===== src/rtl/bus_arbiter_pkg.sv =====
// Shared constants for the IF/MEM memory bus arbiter: FSM encodings, stall vectors, grant helper.
// Latency: n/a (definitions only).
// Backpressure: n/a (definitions only).
package bus_arbiter_pkg;

    localparam logic [1:0] ST_IDLE    = 2'd0;
    localparam logic [1:0] ST_IF_BUSY = 2'd1;
    localparam logic [1:0] ST_DM_BUSY = 2'd2;
    localparam logic [1:0] ST_IF_DROP = 2'd3;

    localparam int STALL_W      = 6;
    localparam int STALL_BIT_PC = 0;
    localparam int STALL_BIT_IF = 1;
    localparam int STALL_BIT_ID = 2;
    localparam int STALL_BIT_EX = 3;
    localparam int STALL_BIT_MEM = 4;

    localparam logic [STALL_W-1:0] STALL_NONE = '0;
    localparam logic [STALL_W-1:0] STALL_IF   = STALL_W'((1 << STALL_BIT_PC) | (1 << STALL_BIT_IF));
    localparam logic [STALL_W-1:0] STALL_MEM  = STALL_W'(STALL_IF | (1 << STALL_BIT_ID) |
                                                         (1 << STALL_BIT_EX) | (1 << STALL_BIT_MEM));

    localparam logic [3:0] SEL_WORD = 4'b1111;
    localparam logic       GRANT_IF = 1'b0;
    localparam logic       GRANT_DM = 1'b1;

    // Data wins unless fetch is also eligible and data was the last port served.
    function automatic logic pick_dm(input logic if_ok, input logic dm_ok, input logic last_grant);
        return dm_ok && (!if_ok || (last_grant == GRANT_IF));
    endfunction

endpackage


===== src/rtl/bus_arbiter_if.sv =====
// Core-side fetch/data ports, memory-side bus and stall/error status of the arbiter.
// Latency: n/a (wiring only).
// Backpressure: n/a (wiring only).
interface bus_arbiter_if #(
    parameter int ADDR_W = 32,
    parameter int DATA_W = 32
);
    logic              if_req_i;
    logic [ADDR_W-1:0] if_addr_i;
    logic              if_flush_i;
    logic [DATA_W-1:0] if_rdata_o;
    logic              if_ack_o;

    logic              dm_req_i;
    logic              dm_we_i;
    logic [3:0]        dm_sel_i;
    logic [ADDR_W-1:0] dm_addr_i;
    logic [DATA_W-1:0] dm_wdata_i;
    logic [DATA_W-1:0] dm_rdata_o;
    logic              dm_ack_o;

    logic              bus_req_o;
    logic              bus_we_o;
    logic [3:0]        bus_sel_o;
    logic [ADDR_W-1:0] bus_addr_o;
    logic [DATA_W-1:0] bus_wdata_o;
    logic [DATA_W-1:0] bus_rdata_i;
    logic              bus_ack_i;

    logic [5:0]        stall_o;
    logic              bus_err_o;

    modport slave (
        input  if_req_i, if_addr_i, if_flush_i,
        output if_rdata_o, if_ack_o,
        input  dm_req_i, dm_we_i, dm_sel_i, dm_addr_i, dm_wdata_i,
        output dm_rdata_o, dm_ack_o,
        output bus_req_o, bus_we_o, bus_sel_o, bus_addr_o, bus_wdata_o,
        input  bus_rdata_i, bus_ack_i,
        output stall_o, bus_err_o
    );

    modport master (
        output if_req_i, if_addr_i, if_flush_i,
        input  if_rdata_o, if_ack_o,
        output dm_req_i, dm_we_i, dm_sel_i, dm_addr_i, dm_wdata_i,
        input  dm_rdata_o, dm_ack_o,
        input  bus_req_o, bus_we_o, bus_sel_o, bus_addr_o, bus_wdata_o,
        output bus_rdata_i, bus_ack_i,
        input  stall_o, bus_err_o
    );
endinterface


===== src/rtl/bus_arbiter_tmo_cnt.sv =====
// Bus-cycle timeout counter: cleared on grant, counts while busy, saturates at LIMIT-1.
// Latency: expired is a registered-count compare, high in the LIMIT-th busy cycle.
// Backpressure: none; en simply freezes the count.
module arb_tmo_cnt #(
    parameter int LIMIT = 15,
    parameter int W     = 8
) (
    input  logic clk,
    input  logic rst,
    input  logic clr,
    input  logic en,
    output logic expired
);
    localparam logic [W-1:0] LAST = W'(LIMIT - 1);

    logic [W-1:0] cnt_q;

    always_ff @(posedge clk or negedge rst) begin
        if (!rst) begin
            cnt_q <= '0;
        end else if (clr) begin
            cnt_q <= '0;
        end else if (en && (cnt_q != LAST)) begin
            cnt_q <= cnt_q + 1'b1;
        end
    end

    assign expired = (cnt_q == LAST);
endmodule


===== src/rtl/bus_arbiter.sv =====
// Shares one single-ported memory bus between instruction fetch and data ports, drives pipeline stalls.
// Latency: bus_req_o one cycle after a granted request; port ack one cycle after bus_ack_i or timeout.
// Backpressure: requesters hold req until ack; stall_o freezes the pipeline while a port waits.
module bus_arbiter
    import bus_arbiter_pkg::*;
#(
    parameter int ADDR_W  = 32,
    parameter int DATA_W  = 32,
    parameter int TMO_CYC = 15
) (
    input logic          clk,
    input logic          rst,
    bus_arbiter_if.slave bif
);
    typedef struct packed {
        logic              we;
        logic [3:0]        sel;
        logic [ADDR_W-1:0] addr;
        logic [DATA_W-1:0] wdata;
    } bus_cmd_t;

    logic [1:0]        state_q;
    logic              last_grant_q;
    bus_cmd_t          cmd_q;
    logic              bus_req_q;
    logic              if_ack_q;
    logic              dm_ack_q;
    logic              bus_err_q;
    logic [DATA_W-1:0] if_rdata_q;
    logic [DATA_W-1:0] dm_rdata_q;

    logic if_ok, dm_ok, grant_dm, grant_if, busy, tmo_expired, done;

    // A port whose ack is pulsing still shows its old request; it must not be re-served.
    assign if_ok    = bif.if_req_i && !bif.if_flush_i && !if_ack_q;
    assign dm_ok    = bif.dm_req_i && !dm_ack_q;
    assign grant_dm = (state_q == ST_IDLE) && pick_dm(if_ok, dm_ok, last_grant_q);
    assign grant_if = (state_q == ST_IDLE) && if_ok && !pick_dm(if_ok, dm_ok, last_grant_q);
    assign busy     = (state_q != ST_IDLE);
    assign done     = busy && (bif.bus_ack_i || tmo_expired);

    arb_tmo_cnt #(.LIMIT(TMO_CYC), .W(8)) u_tmo_cnt (
        .clk     (clk),
        .rst     (rst),
        .clr     (grant_dm || grant_if),
        .en      (busy),
        .expired (tmo_expired)
    );

    always_ff @(posedge clk or negedge rst) begin
        if (!rst) begin
            state_q      <= ST_IDLE;
            last_grant_q <= GRANT_IF;
            cmd_q        <= '0;
            bus_req_q    <= 1'b0;
            if_ack_q     <= 1'b0;
            dm_ack_q     <= 1'b0;
            bus_err_q    <= 1'b0;
            if_rdata_q   <= '0;
            dm_rdata_q   <= '0;
        end else begin
            if_ack_q <= 1'b0;
            dm_ack_q <= 1'b0;
            if (done) begin
                bus_req_q <= 1'b0;
                cmd_q     <= '0;
                state_q   <= ST_IDLE;
                if (!bif.bus_ack_i) begin
                    bus_err_q <= 1'b1;
                end
            end
            case (state_q)
                ST_IDLE: begin
                    if (grant_dm) begin
                        state_q      <= ST_DM_BUSY;
                        last_grant_q <= GRANT_DM;
                        bus_req_q    <= 1'b1;
                        cmd_q        <= '{we: bif.dm_we_i, sel: bif.dm_sel_i,
                                          addr: bif.dm_addr_i, wdata: bif.dm_wdata_i};
                    end else if (grant_if) begin
                        state_q      <= ST_IF_BUSY;
                        last_grant_q <= GRANT_IF;
                        bus_req_q    <= 1'b1;
                        cmd_q        <= '{we: 1'b0, sel: SEL_WORD,
                                          addr: bif.if_addr_i, wdata: '0};
                    end
                end
                ST_IF_BUSY: begin
                    // A flush in the completing cycle discards the fetched word as well.
                    if (done && !bif.if_flush_i) begin
                        if_ack_q   <= 1'b1;
                        if_rdata_q <= bif.bus_ack_i ? bif.bus_rdata_i : '0;
                    end else if (!done && bif.if_flush_i) begin
                        state_q <= ST_IF_DROP;
                    end
                end
                ST_DM_BUSY: begin
                    if (done) begin
                        dm_ack_q   <= 1'b1;
                        dm_rdata_q <= (bif.bus_ack_i && !cmd_q.we) ? bif.bus_rdata_i : '0;
                    end
                end
                default: begin
                end
            endcase
        end
    end

    assign bif.bus_req_o   = bus_req_q;
    assign bif.bus_we_o    = cmd_q.we;
    assign bif.bus_sel_o   = cmd_q.sel;
    assign bif.bus_addr_o  = cmd_q.addr;
    assign bif.bus_wdata_o = cmd_q.wdata;
    assign bif.if_ack_o    = if_ack_q;
    assign bif.if_rdata_o  = if_rdata_q;
    assign bif.dm_ack_o    = dm_ack_q;
    assign bif.dm_rdata_o  = dm_rdata_q;
    assign bif.bus_err_o   = bus_err_q;

    always_comb begin
        bif.stall_o = STALL_NONE;
        if (bif.dm_req_i && !dm_ack_q) begin
            bif.stall_o = STALL_MEM;
        end else if (bif.if_req_i && !if_ack_q && !bif.if_flush_i) begin
            bif.stall_o = STALL_IF;
        end
    end
endmodule


===== src/flat_wrapper.sv =====
// flat-port wrapper written by rule: the top's interface ports become plain ports
module bus_arbiter_flat import bus_arbiter_pkg::*;
#(
    parameter int ADDR_W  = 32,
    parameter int DATA_W  = 32,
    parameter int TMO_CYC = 15
)
  (clk, rst, bif_if_req_i, bif_if_addr_i, bif_if_flush_i, bif_if_rdata_o, bif_if_ack_o, bif_dm_req_i, bif_dm_we_i, bif_dm_sel_i, bif_dm_addr_i, bif_dm_wdata_i, bif_dm_rdata_o, bif_dm_ack_o, bif_bus_req_o, bif_bus_we_o, bif_bus_sel_o, bif_bus_addr_o, bif_bus_wdata_o, bif_bus_rdata_i, bif_bus_ack_i, bif_stall_o, bif_bus_err_o);
  bus_arbiter_if #(.ADDR_W(ADDR_W), .DATA_W(DATA_W)) bif_i ();
  input logic clk;
  input logic rst;
  input wire logic [$bits(bif_i.if_req_i)-1:0] bif_if_req_i;
  input wire logic [$bits(bif_i.if_addr_i)-1:0] bif_if_addr_i;
  input wire logic [$bits(bif_i.if_flush_i)-1:0] bif_if_flush_i;
  output wire logic [$bits(bif_i.if_rdata_o)-1:0] bif_if_rdata_o;
  output wire logic [$bits(bif_i.if_ack_o)-1:0] bif_if_ack_o;
  input wire logic [$bits(bif_i.dm_req_i)-1:0] bif_dm_req_i;
  input wire logic [$bits(bif_i.dm_we_i)-1:0] bif_dm_we_i;
  input wire logic [$bits(bif_i.dm_sel_i)-1:0] bif_dm_sel_i;
  input wire logic [$bits(bif_i.dm_addr_i)-1:0] bif_dm_addr_i;
  input wire logic [$bits(bif_i.dm_wdata_i)-1:0] bif_dm_wdata_i;
  output wire logic [$bits(bif_i.dm_rdata_o)-1:0] bif_dm_rdata_o;
  output wire logic [$bits(bif_i.dm_ack_o)-1:0] bif_dm_ack_o;
  output wire logic [$bits(bif_i.bus_req_o)-1:0] bif_bus_req_o;
  output wire logic [$bits(bif_i.bus_we_o)-1:0] bif_bus_we_o;
  output wire logic [$bits(bif_i.bus_sel_o)-1:0] bif_bus_sel_o;
  output wire logic [$bits(bif_i.bus_addr_o)-1:0] bif_bus_addr_o;
  output wire logic [$bits(bif_i.bus_wdata_o)-1:0] bif_bus_wdata_o;
  input wire logic [$bits(bif_i.bus_rdata_i)-1:0] bif_bus_rdata_i;
  input wire logic [$bits(bif_i.bus_ack_i)-1:0] bif_bus_ack_i;
  output wire logic [$bits(bif_i.stall_o)-1:0] bif_stall_o;
  output wire logic [$bits(bif_i.bus_err_o)-1:0] bif_bus_err_o;
  assign bif_i.if_req_i = bif_if_req_i;
  assign bif_i.if_addr_i = bif_if_addr_i;
  assign bif_i.if_flush_i = bif_if_flush_i;
  assign bif_if_rdata_o = bif_i.if_rdata_o;
  assign bif_if_ack_o = bif_i.if_ack_o;
  assign bif_i.dm_req_i = bif_dm_req_i;
  assign bif_i.dm_we_i = bif_dm_we_i;
  assign bif_i.dm_sel_i = bif_dm_sel_i;
  assign bif_i.dm_addr_i = bif_dm_addr_i;
  assign bif_i.dm_wdata_i = bif_dm_wdata_i;
  assign bif_dm_rdata_o = bif_i.dm_rdata_o;
  assign bif_dm_ack_o = bif_i.dm_ack_o;
  assign bif_bus_req_o = bif_i.bus_req_o;
  assign bif_bus_we_o = bif_i.bus_we_o;
  assign bif_bus_sel_o = bif_i.bus_sel_o;
  assign bif_bus_addr_o = bif_i.bus_addr_o;
  assign bif_bus_wdata_o = bif_i.bus_wdata_o;
  assign bif_i.bus_rdata_i = bif_bus_rdata_i;
  assign bif_i.bus_ack_i = bif_bus_ack_i;
  assign bif_stall_o = bif_i.stall_o;
  assign bif_bus_err_o = bif_i.bus_err_o;
  bus_arbiter #(.ADDR_W(ADDR_W), .DATA_W(DATA_W), .TMO_CYC(TMO_CYC)) u_core (.clk(clk), .rst(rst), .bif(bif_i));
endmodule

===== config.mk =====
export PLATFORM = sky130hd
export DESIGN_NAME = bus_arbiter_flat
export DESIGN_NICKNAME = d
export VERILOG_FILES = /design/src/rtl/bus_arbiter_pkg.sv /design/src/rtl/bus_arbiter_if.sv /design/src/rtl/bus_arbiter_tmo_cnt.sv /design/src/rtl/bus_arbiter.sv /design/src/flat_wrapper.sv
export SDC_FILE = /design/constraint.sdc
export NUM_CORES = 1
export LEC_CHECK = 0
export BUFFER_PORTS_ARGS = -buffer_cell sky130_fd_sc_hd__buf_2
export CAP_MARGIN = 20
export CORE_MARGIN = 2
export CORE_UTILIZATION = 42
export DETAILED_ROUTE_END_ITERATION = 6
export GPL_ROUTABILITY_DRIVEN = 1
export GPL_TIMING_DRIVEN = 0
export PLACE_DENSITY = 0.76
export SETUP_SLACK_MARGIN = 0.05
export SLEW_MARGIN = 20
export SYNTH_ARGS = -nofsm -noshare
export SYNTH_HDL_FRONTEND = slang
export SYNTH_SLANG_ARGS = --single-unit
export TNS_END_PERCENT = 50

===== constraint.sdc =====
create_clock -name clk -period 1.8 [get_ports clk]
set_input_delay 0.09 -clock clk [delete_from_list [all_inputs] [get_ports clk]]
set_output_delay 0.09 -clock clk [all_outputs]
set_load 0.01 [all_outputs]

==> results of run 1 <==
[worst max-delay path, stage by stage, from the launching register on]
cell and delay [ns]:
dfrtp_1 0.43, or3b_4 0.46, a21oi_2 0.23, buf_4 0.28
a21oi_1 0.07, nor3_1 0.39
[per-stage QoR]
stage	utilization [%]	TNS [ns]	area (um^2)	hold WS, ns
after floorplan	-	0	5946	-0.2056
after global placement	54.76	-230.59	7572	0.3135
after detailed placement	55.04	-15.38	7610	0.07418
after CTS	72.38	-2.087	10010	0.001451
after global routing	75.67	-11.39	10460	0.02126
final	75.67	-2.646	10460	0.01513
[flip-flops by register name, indices dropped and copies added (netlist names)]
name,flops
u_core.bif.bus_addr_o,32
u_core.u_tmo_cnt.cnt_q,8
u_core.bif.dm_rdata_o,32
u_core.bif.bus_sel_o,4
u_core.last_grant_q,1
u_core.bif.if_ack_o,1
u_core.bif.if_rdata_o,32
u_core.bif.bus_we_o,1
u_core.bif.bus_err_o,1
u_core.bif.bus_wdata_o,32
u_core.state_q,2
u_core.bif.dm_ack_o,1
u_core.bif.bus_req_o,1
[Yosys cell counts (2+ instances only)]
| cell | instances | area, um^2 |
|---|---|---|
| a21o_1 | 2 | 15.01 |
| a21oi_1 | 24 | 120.1 |
| a21oi_2 | 5 | 43.79 |
| a22o_1 | 97 | 849.6 |
| buf_2 | 25 | 125.1 |
| buf_4 | 7 | 52.55 |
| clkbuf_1 | 11 | 41.29 |
| dfrtp_1 | 148 | 3704 |
| ha_1 | 2 | 25.02 |
| inv_1 | 8 | 30.03 |
| nand2_1 | 6 | 22.52 |
| nand3_1 | 2 | 10.01 |
| nor2_1 | 12 | 45.04 |
| nor2b_1 | 2 | 12.51 |
| nor3_1 | 80 | 400.4 |
| nor3b_1 | 2 | 15.01 |
| o21ai_0 | 5 | 25.02 |
| o21ai_2 | 2 | 17.52 |
| o221a_2 | 4 | 45.04 |
| o221ai_1 | 10 | 87.58 |
| o22ai_1 | 4 | 25.02 |
[how the worst max path moves through the flow]
stage / start / end / slack [ns]
2_1_floorplan: u_core.u_tmo_cnt.cnt_q[0]$_DFFE_PN0P_ / u_core.bif.bus_addr_o[25]$_DFF_PN0_ / 0.05
3_3_place_gp: rst / u_core.bif.if_rdata_o[20]$_DFFE_PN0P_ / -1.45
3_5_place_dp: u_core.state_q[1]$_DFF_PN0_ / u_core.bif.bus_addr_o[26]$_DFF_PN0_ / -0.18
4_1_cts: u_core.u_tmo_cnt.cnt_q[0]$_DFFE_PN0P_ / u_core.bif.bus_addr_o[7]$_DFF_PN0_ / -0.08
5_1_grt: u_core.state_q[1]$_DFF_PN0_ / u_core.bif.bus_addr_o[12]$_DFF_PN0_ / -0.48
6_report: u_core.bif.if_ack_o$_DFF_PN0_ / u_core.bif.bus_addr_o[12]$_DFF_PN0_ / -0.21
[layout by cell type (no fill, tap or decap), types with 3 or more instances in the layout]
cell	Yosys	routed
o21ai_0	5	5
nor2_1	12	11
nand2_1	6	3
buf_2	25	284
o221a_4	0	4
buf_16	0	5
buf_8	0	7
nor3_2	0	9
a21oi_1	24	8
dfrtp_1	148	145
dfrtp_2	0	3
buf_6	1	15
buf_4	7	35
a21oi_4	0	6
dlygate4sd3_1	0	125
a22o_1	97	97
clkbuf_16	0	18
clkbuf_1	11	6
clkbuf_8	0	5
o22ai_1	4	3
clkbuf_2	0	7
nor3_1	80	71
a21oi_2	5	15
o221ai_2	0	8
bufinv_16	0	4
buf_12	0	3
inv_1	8	7
[cells by family after synthesis]
group / count (synthesis) / share of synthesized area (%)
other: 1 / 0.06316
AO/OA/AOI/OAI: 164 / 22.38
AND/OR/NAND/NOR: 116 / 10.22
adder cells (fa/ha/maj): 2 / 0.4214
flip-flops: 148 / 62.38
buffers and inverters: 52 / 4.384
XOR/XNOR: 1 / 0.1476
[per-layer routing]
layer	routed length, um	GRT usage [%]	vias to the layer above
li1	-	-	2763
met1	9022	34.12	3239
met2	11930	47.20	424
met3	1851	7.149	105
met4	1076	14.73	0
met5	0	0	-
[what timing repair did]
action                                  in CTS  in global routing
setup buffers                               16                 15
endpoints found under the setup margin     132                143
hold buffers                               124                  1
hold endpoints to repair                   198                  1
pin swaps                                   20                 20
resized for setup                           66                 79
gates cloned                                 6                  2
[where the power goes]
group	internal [W]	switching (W)
clock	0.00247	0.00134
combinational	0.00363	0.00388
sequential	0.00479	0.00107
[cell type report]
| type | instances | area (um^2) | share of cell area (%) |
|---|---|---|---|
| buffer | 44 | 381.6 | 3.647 |
| clock buffer | 24 | 491.7 | 4.700 |
| clock inverter | 8 | 146.4 | 1.399 |
| inverter | 8 | 33.78 | 0.3229 |
| multi-input combinational | 284 | 2351 | 22.47 |
| sequential | 148 | 3707 | 35.43 |
| tap | 180 | 225.2 | 2.153 |
| timing repair buffer | 444 | 3126 | 29.87 |
==> results.toml, run 1 <==
[outcome]
status = "complete, but fails checks"
violations = "setup timing"

[power_and_ir_drop]
power_density_mw_per_mm2 = 1641
ir_drop_v = 0.0008527
power_w = 0.01717
power.leakage_nw = 5.160

[detailed_routing]
antenna_left = 0
via_count = 6531
vias_per_cell = 5.729
drtIter0Drc = 459
drtPass1Iterations = 5
wl_per_cell_um = 20.95
routed_wl_mm = 23.88
drcViolationCount = 0

[timing]
setup_ws_ns = -0.2062
post-route-period-util_pct = 111.5
min_period_ns = 2.006
setup_viol = 85
rsz0062_at_grt = "true"
skew_ns = 0.006994
worstMarginPinSlew_ns = 0.5784
slew_headroom_pct = 61.12
hold_viol_final = 0
fmax_mhz = 498.5
final-max-slew-violation-count = 0

[global_route]
grt_overflow = 0
grt_pass1_vias = 6376
antenna_found_initial = 0
grt_max_degree = 82
grt_pass1_wl_mm = 32.73
grt_use_total_pct = 28.40

[synthesis]
yosysWarningCount = 0
yosysSeqAreaShare_pct = 62.38
avgSynthCellArea_um2 = 12.27
netlist_area_mm2 = 0.005937
ys_async_sr_fraction_pct = 100.0
syn_nets = 625
synth-edff-count = 0
ys_seq_elements = 148
synthCells = 484
synth_cell_type_count = 47
ys.flop_type = "dfrtp_1"

[cts]
cts_tree = "yes"
htree_levels = 4
cts_root_buf = "clkbuf_16"
clk_latency_ns = 0.41
clk_pin_slew_ns = 0.06
cts_sinks = 148
clockBufferDepth = 2
cts_buffers = 17

[min_path]
hp-class = "in -> reg"
min_to = "u_core.bif.bus_addr_o[2]$_DFF_PN0_"
whs_path_depth = 3
min_from = "bif_dm_addr_i[2]"

[worst_setup_path]
critPathArrivalTime_ns = 2.27
required_ns = 2.07
r2r_start = "u_core.bif.if_ack_o$_DFF_PN0_"
crit_type = "reg -> reg"
cp_max_fo = 10
reg2reg_depth = 5
r2r_slack_ns = -0.21
endpoint_kind = "register"
cp-start-kind = "register"
timing.rr.end = "u_core.bif.bus_addr_o[12]$_DFF_PN0_"

[final_layout]
n_antenna_cell = 0
fill_cells = 823
area_growth_pct = 76.23
final_cells = 1140
final_nets = 1088
drive_above_1_share_pct = 47.50

[placement]
gp_congestion = 0.8723
hpwl_mm = 12.29
dp_cells = 945
pre_cts_ws_ns = -0.1790
io_buffers = 280

[floorplanning]
core_mm2 = 0.01383
dieArea_mm2 = 0.01510
chipWidth_um = 122.9
initial_utilization_pct = 42.94
ios = 282
rows = 43
die_h_um = 122.9

[job]
maxCapViolCount = 0
(Power assumes the default switching activity.)
==> run 2: changes to the inputs <==
--- a/config.mk
+++ b/config.mk
@@ -7,12 +7,14 @@
 export LEC_CHECK = 0
 export BUFFER_PORTS_ARGS = -buffer_cell sky130_fd_sc_hd__buf_2
 export CAP_MARGIN = 20
+export CELL_PAD_IN_SITES_DETAIL_PLACEMENT = 1
+export CELL_PAD_IN_SITES_GLOBAL_PLACEMENT = 1
 export CORE_MARGIN = 2
-export CORE_UTILIZATION = 42
+export CORE_UTILIZATION = 32
 export DETAILED_ROUTE_END_ITERATION = 6
 export GPL_ROUTABILITY_DRIVEN = 1
 export GPL_TIMING_DRIVEN = 0
-export PLACE_DENSITY = 0.76
+export PLACE_DENSITY = 0.77
 export SETUP_SLACK_MARGIN = 0.05
 export SLEW_MARGIN = 20
 export SYNTH_ARGS = -nofsm -noshare
==> run 2 against run 1 <==
Against the previous run: the flow finishes with violations (hold timing, setup timing); worst hold slack got worse by 0.016 ns; first-iteration DRC count fell by 62%; via count down 6.7%; critical path depth increased by 2; utilization fell by 19 points; sequential share of layout area increased by 1.0 points; cell count up 3.2%; flip-flop and latch count is the same; total power down 4.9%; register-to-register slack gained 0.16 ns; wire length rose by 1.5%; critical endpoint is now u_core.bif.bus_addr_o[24]$_DFF_PN0_; largest cell class unchanged; largest power group unchanged.
==> results.toml, run 2 (synthesized netlist as in run 1, its figures left out) <==
[detailed_routing]
vias_per_cell = 5.182
via_count = 6094
routed_wl_mm = 24.23
drtPass1Iterations = 4
drcViolationCount = 0
antenna_left = 0
drtIter0Drc = 175
wl_per_cell_um = 20.60

[outcome]
status = "complete, but fails checks"
violations = "hold timing, setup timing"

[timing]
fmax_mhz = 542.6
final-max-slew-violation-count = 0
hold_viol_final = 1
skew_ns = 0.01080
setup_ws_ns = -0.04291
rsz0062_at_grt = "true"
worstMarginPinSlew_ns = 0.5433
holdWs_ns = -0.0007426
slew_headroom_pct = 63.78
min_period_ns = 1.843
post-route-period-util_pct = 102.4
setup_viol = 6

[final_layout]
n_antenna_cell = 0
postLayoutCellArea_mm2 = 0.01018
final_nets = 1075
area_growth_pct = 71.42
layout_common_cells = "282 x buf_2, 143 x dfrtp_1, 121 x dlygate4sd3_1, 97 x a22o_1, 70 x nor3_1"
drive_above_1_share_pct = 46.67
final_cells = 1176
final_common_cell = "buf_2"

[placement]
io_buffers = 280
gp_congestion = 0.7932
dp_cells = 995
dpl_cell_area_mm2 = 0.007699
hpwl_mm = 14.23

[worst_setup_path]
required_ns = 2.10
path_cells = "inv_1, ha_2, nand4b_4, a2111o_1, clkbuf_4, a21oi_1, nor3_1"
endpoint_kind = "register"
critPathSlowestCell = "a2111o_1"
cp_max_fo = 10
critPathArrivalTime_ns = 2.14
path_delay_family = "compound AO/OA/AOI/OAI gates"
startpoint = "u_core.u_tmo_cnt.cnt_q[0]$_DFFE_PN0P_"
crit_type = "reg -> reg"
critPathMaxStageDelay_ns = 0.44
r2r_start = "u_core.u_tmo_cnt.cnt_q[0]$_DFFE_PN0P_"
critical_path_buf_inv_count = 2
cp-start-kind = "register"

[power_and_ir_drop]
power.leakage_nw = 5.029
ir_drop_v = 0.0006881
power_density_mw_per_mm2 = 1605

[cts]
clk_latency_ns = 0.43
cts_root_buf = "clkbuf_16"
clockBufferDepth = 2
htree_levels = 4
cts_tree = "yes"
cts_buffers = 17
cts_sinks = 148
clk_pin_slew_ns = 0.06

[global_route]
antenna_found_initial = 0
grt_overflow = 0
grt_max_degree = 56
grt_pass1_vias = 6823
grt_pass1_wl_mm = 37.38
grt_use_total_pct = 24.22

[job]
maxCapViolCount = 0

[floorplanning]
chipWidth_um = 140.2
core_mm2 = 0.01809
rows = 49
die_h_um = 140.2
initial_utilization_pct = 32.83
ios = 282
dieArea_mm2 = 0.01966

[min_path]
hp-class = "in -> reg"
min_from = "bif_dm_addr_i[10]"
## run 2: tightest hold or removal path, stage by stage
cell	delay, ns
buf_2	0.08
nor3_1	0.05
nor3_2	0.14
## run 2: final cells by class
cell class,count,area [um^2]
Buffer,44,365.4
Clock buffer,17,425.4
Clock inverter,15,156.4
Fill cell,1949,7909
Inverter,8,30.03
Multi-Input combinational cell,284,2280
Sequential cell,148,3710
Tap cell,229,286.5
Timing Repair Buffer,431,2924
## run 2: layer usage
layer | global-route usage [%] | routed length (um) | up-vias
met1 | 28.40 | 9606 | 3053
met5 | 0 | 0 | -
met4 | 10.10 | 759 | 0
met2 | 42.67 | 12540 | 238
met3 | 5.709 | 1320 | 60
li1 | - | - | 2743
## run 2: through the flow
step / TNS, ns / util, % / hold slack, ns / setup WS (ns) / total power (W)
floorplan: 0 / - / -0.2056 / 0.05364 / 0.008838
global placement: -255.33 / 42.21 / 0.3128 / -1.585 / 0.01129
detailed placement: -25.58 / 42.57 / -0.004545 / -0.3248 / 0.01148
CTS: -0.7404 / 54.61 / 0.001465 / -0.04326 / 0.01575
global route: -3.599 / 56.27 / 0.003588 / -0.09166 / 0.01729
finish: -0.09433 / 56.27 / -0.0007426 / -0.04291 / 0.01634
## run 2: power breakdown
group          switching [W]  leakage [nW]  internal [W]
Clock                0.00164         0.286       0.00186
Combinational        0.00374          2.88       0.00335
Sequential          0.000970          1.86       0.00478
Total                0.00635          5.03       0.00999
## run 2: path summary, 6_finish.rpt
kind                                                        to  slack (ns)  cells after the start
setup / recovery           u_core.bif.bus_addr_o[24]$_DFF_PN0_       -0.04                      7
hold / removal             u_core.bif.bus_addr_o[10]$_DFF_PN0_     -0.0007                      3
setup reg to reg           u_core.bif.bus_addr_o[24]$_DFF_PN0_       -0.04                      7
hold reg to reg               u_core.bif.bus_err_o$_DFFE_PN0P_        0.49                      1
max in group asynchronous       u_core.bif.bus_req_o$_DFF_PN0_        0.76                      4
min in group asynchronous  u_core.bif.bus_addr_o[12]$_DFF_PN0_        0.14                      2
## run 2: repair_timing
item	4_1_cts	5_1_grt
resized for setup	68	48
pin swaps	24	33
hold endpoints to repair	226	0
hold buffers	121	0
setup buffers	12	15
cloned	1	0
endpoints found under the setup margin	139	147
==> run 3: changes to the inputs <==
--- a/config.mk
+++ b/config.mk
@@ -9,6 +9,7 @@
 export CAP_MARGIN = 20
 export CELL_PAD_IN_SITES_DETAIL_PLACEMENT = 1
 export CELL_PAD_IN_SITES_GLOBAL_PLACEMENT = 1
+export CORE_ASPECT_RATIO = 0.9
 export CORE_MARGIN = 2
 export CORE_UTILIZATION = 32
 export DETAILED_ROUTE_END_ITERATION = 6
==> run 3 against run 2 <==
Against the previous run: the flow finishes with violations (setup timing); worst hold slack gained 0.016 ns; cell count grew 1.3%; flip-flop and latch count is the same; via count grew 1.4%; setup slack lost 0.052 ns; sequential power grew 0.9%; final area grew 0.93%; critical path type unchanged; largest power group unchanged.
==> results.toml, run 3 (synthesized netlist as in run 1, its figures left out) <==
[detailed_routing]
routed_wl_mm = 25.26
vias_per_cell = 5.190
drtPass1Iterations = 5
antenna_left = 0
via_count = 6181
drtIter0Drc = 251
drcViolationCount = 0
wl_per_cell_um = 21.21

[worst_setup_path]
endpoint_kind = "register"
critPathArrivalTime_ns = 2.20
cp_max_fo = 5
r2r_slack_ns = -0.1
required_ns = 2.11
crit_type = "reg -> reg"
cp-start-kind = "register"

[timing]
rsz0062_at_grt = "true"
final-max-slew-violation-count = 0
min_period_ns = 1.895
slew_headroom_pct = 58.73
post-route-period-util_pct = 105.3
hold_viol_final = 0
fmax_mhz = 527.6
skew_ns = 0.008900
setup_ws_ns = -0.09539
tns_ns = -1.277
setup_viol = 58
worstMarginPinSlew_ns = 0.6140

[cts]
clk_latency_ns = 0.42
clk_pin_slew_ns = 0.07
htree_levels = 4
cts_root_buf = "clkbuf_16"
cts_tree = "yes"
clockBufferDepth = 2
cts_sinks = 148
cts_buffers = 17

[global_route]
grt_overflow = 0
grt_pass1_vias = 6719
grt_use_total_pct = 24.21
antenna_found_initial = 1
grt_max_degree = 77
grt_pass1_wl_mm = 37.27

[floorplanning]
initial_utilization_pct = 32.46
dieArea_mm2 = 0.01966
ios = 282
chipWidth_um = 147.6
die_h_um = 133.2
core_mm2 = 0.01829
rows = 47

[power_and_ir_drop]
ir_drop_v = 0.0007451
power_density_mw_per_mm2 = 1614
power_w = 0.01658
power.leakage_nw = 5.017

[final_layout]
final_util_pct = 56.17
final_common_cell = "buf_2"
area_growth_pct = 73.03
drive_above_1_share_pct = 47.46
layout_common_cells = "282 x buf_2, 145 x dfrtp_1, 124 x dlygate4sd3_1, 97 x a22o_1, 62 x nor3_1"
final_nets = 1072

[outcome]
status = "complete, but fails checks"
violations = "setup timing"

[placement]
gp_congestion = 0.7988
io_buffers = 280
hpwl_mm = 14.10

[job]
maxCapViolCount = 0

[min_path]
hp-class = "in -> reg"
## run 3: timing repair
action / in CTS / in global routing
hold endpoints to repair: 204 / 2
endpoints found under the setup margin: 135 / 141
gates cloned: 1 / 0
setup buffers: 11 / 11
pin swaps: 31 / 18
hold buffers: 122 / 2
resized for setup: 87 / 47
## run 3: final cells by class
cell class,count,area (um^2)
Buffer,44,376.6
Clock inverter,15,146.4
Fill cell,1964,8016
Clock buffer,17,425.4
Antenna cell,2,5.005
Multi-Input combinational cell,284,2390
Inverter,8,30.03
Timing Repair Buffer,428,2885
Sequential cell,148,3707
Tap cell,245,306.5
## run 3: layer usage
| metal | global-route usage, % | vias to the layer above | wire length, um |
|---|---|---|---|
| met5 | 0 | - | 0 |
| met4 | 8.814 | 0 | 888 |
| met3 | 5.719 | 62 | 1327 |
| met2 | 40.96 | 262 | 13110 |
| met1 | 30.35 | 3121 | 9933 |
| li1 | - | 2736 | - |
## run 3: worst max-delay path: stages (launching register included)
cell	delay, ns
dfrtp_1	0.39
inv_1	0.07
ha_2	0.18
nand4b_4	0.12
a2111o_1	0.46
buf_6	0.19
buf_12	0.15
a21oi_2	0.15
nor3_2	0.07
## run 3: where the power goes
part / leakage [nW] / internal (W) / switching (W) / total [W]
Sequential: 1.87 / 0.00478 / 0.00102 / 0.00580
Combinational: 2.88 / 0.00341 / 0.00389 / 0.00730
Clock: 0.270 / 0.00194 / 0.00154 / 0.00348
## run 3: worst paths after layout
path / from / endpoint / cells past startpoint
worst max-delay path: u_core.u_tmo_cnt.cnt_q[0]$_DFFE_PN0P_ / u_core.bif.bus_addr_o[25]$_DFF_PN0_ / 8
worst min-delay path: bif_if_addr_i[11] / u_core.bif.bus_addr_o[11]$_DFF_PN0_ / 3
worst max register to register: u_core.u_tmo_cnt.cnt_q[0]$_DFFE_PN0P_ / u_core.bif.bus_addr_o[25]$_DFF_PN0_ / 8
worst min register to register: u_core.bif.bus_err_o$_DFFE_PN0P_ / u_core.bif.bus_err_o$_DFFE_PN0P_ / 1
max in group asynchronous: rst / u_core.bif.dm_rdata_o[1]$_DFFE_PN0P_ / 3
min in group asynchronous: rst / u_core.bif.bus_addr_o[17]$_DFF_PN0_ / 2
## run 3: through the flow
step           std cells  setup slack [ns]  hold WS, ns  area, um^2
3_3_place_gp        1009            -1.576       0.3134        7654
2_1_floorplan        484           0.05364      -0.2056        5946
6_report            1191          -0.09539      0.01513       10270
5_1_grt             1191           -0.1721   -0.0009615       10270
4_1_cts             1176          -0.02251     0.001939        9962
3_5_place_dp        1010           -0.3514       0.1047        7691
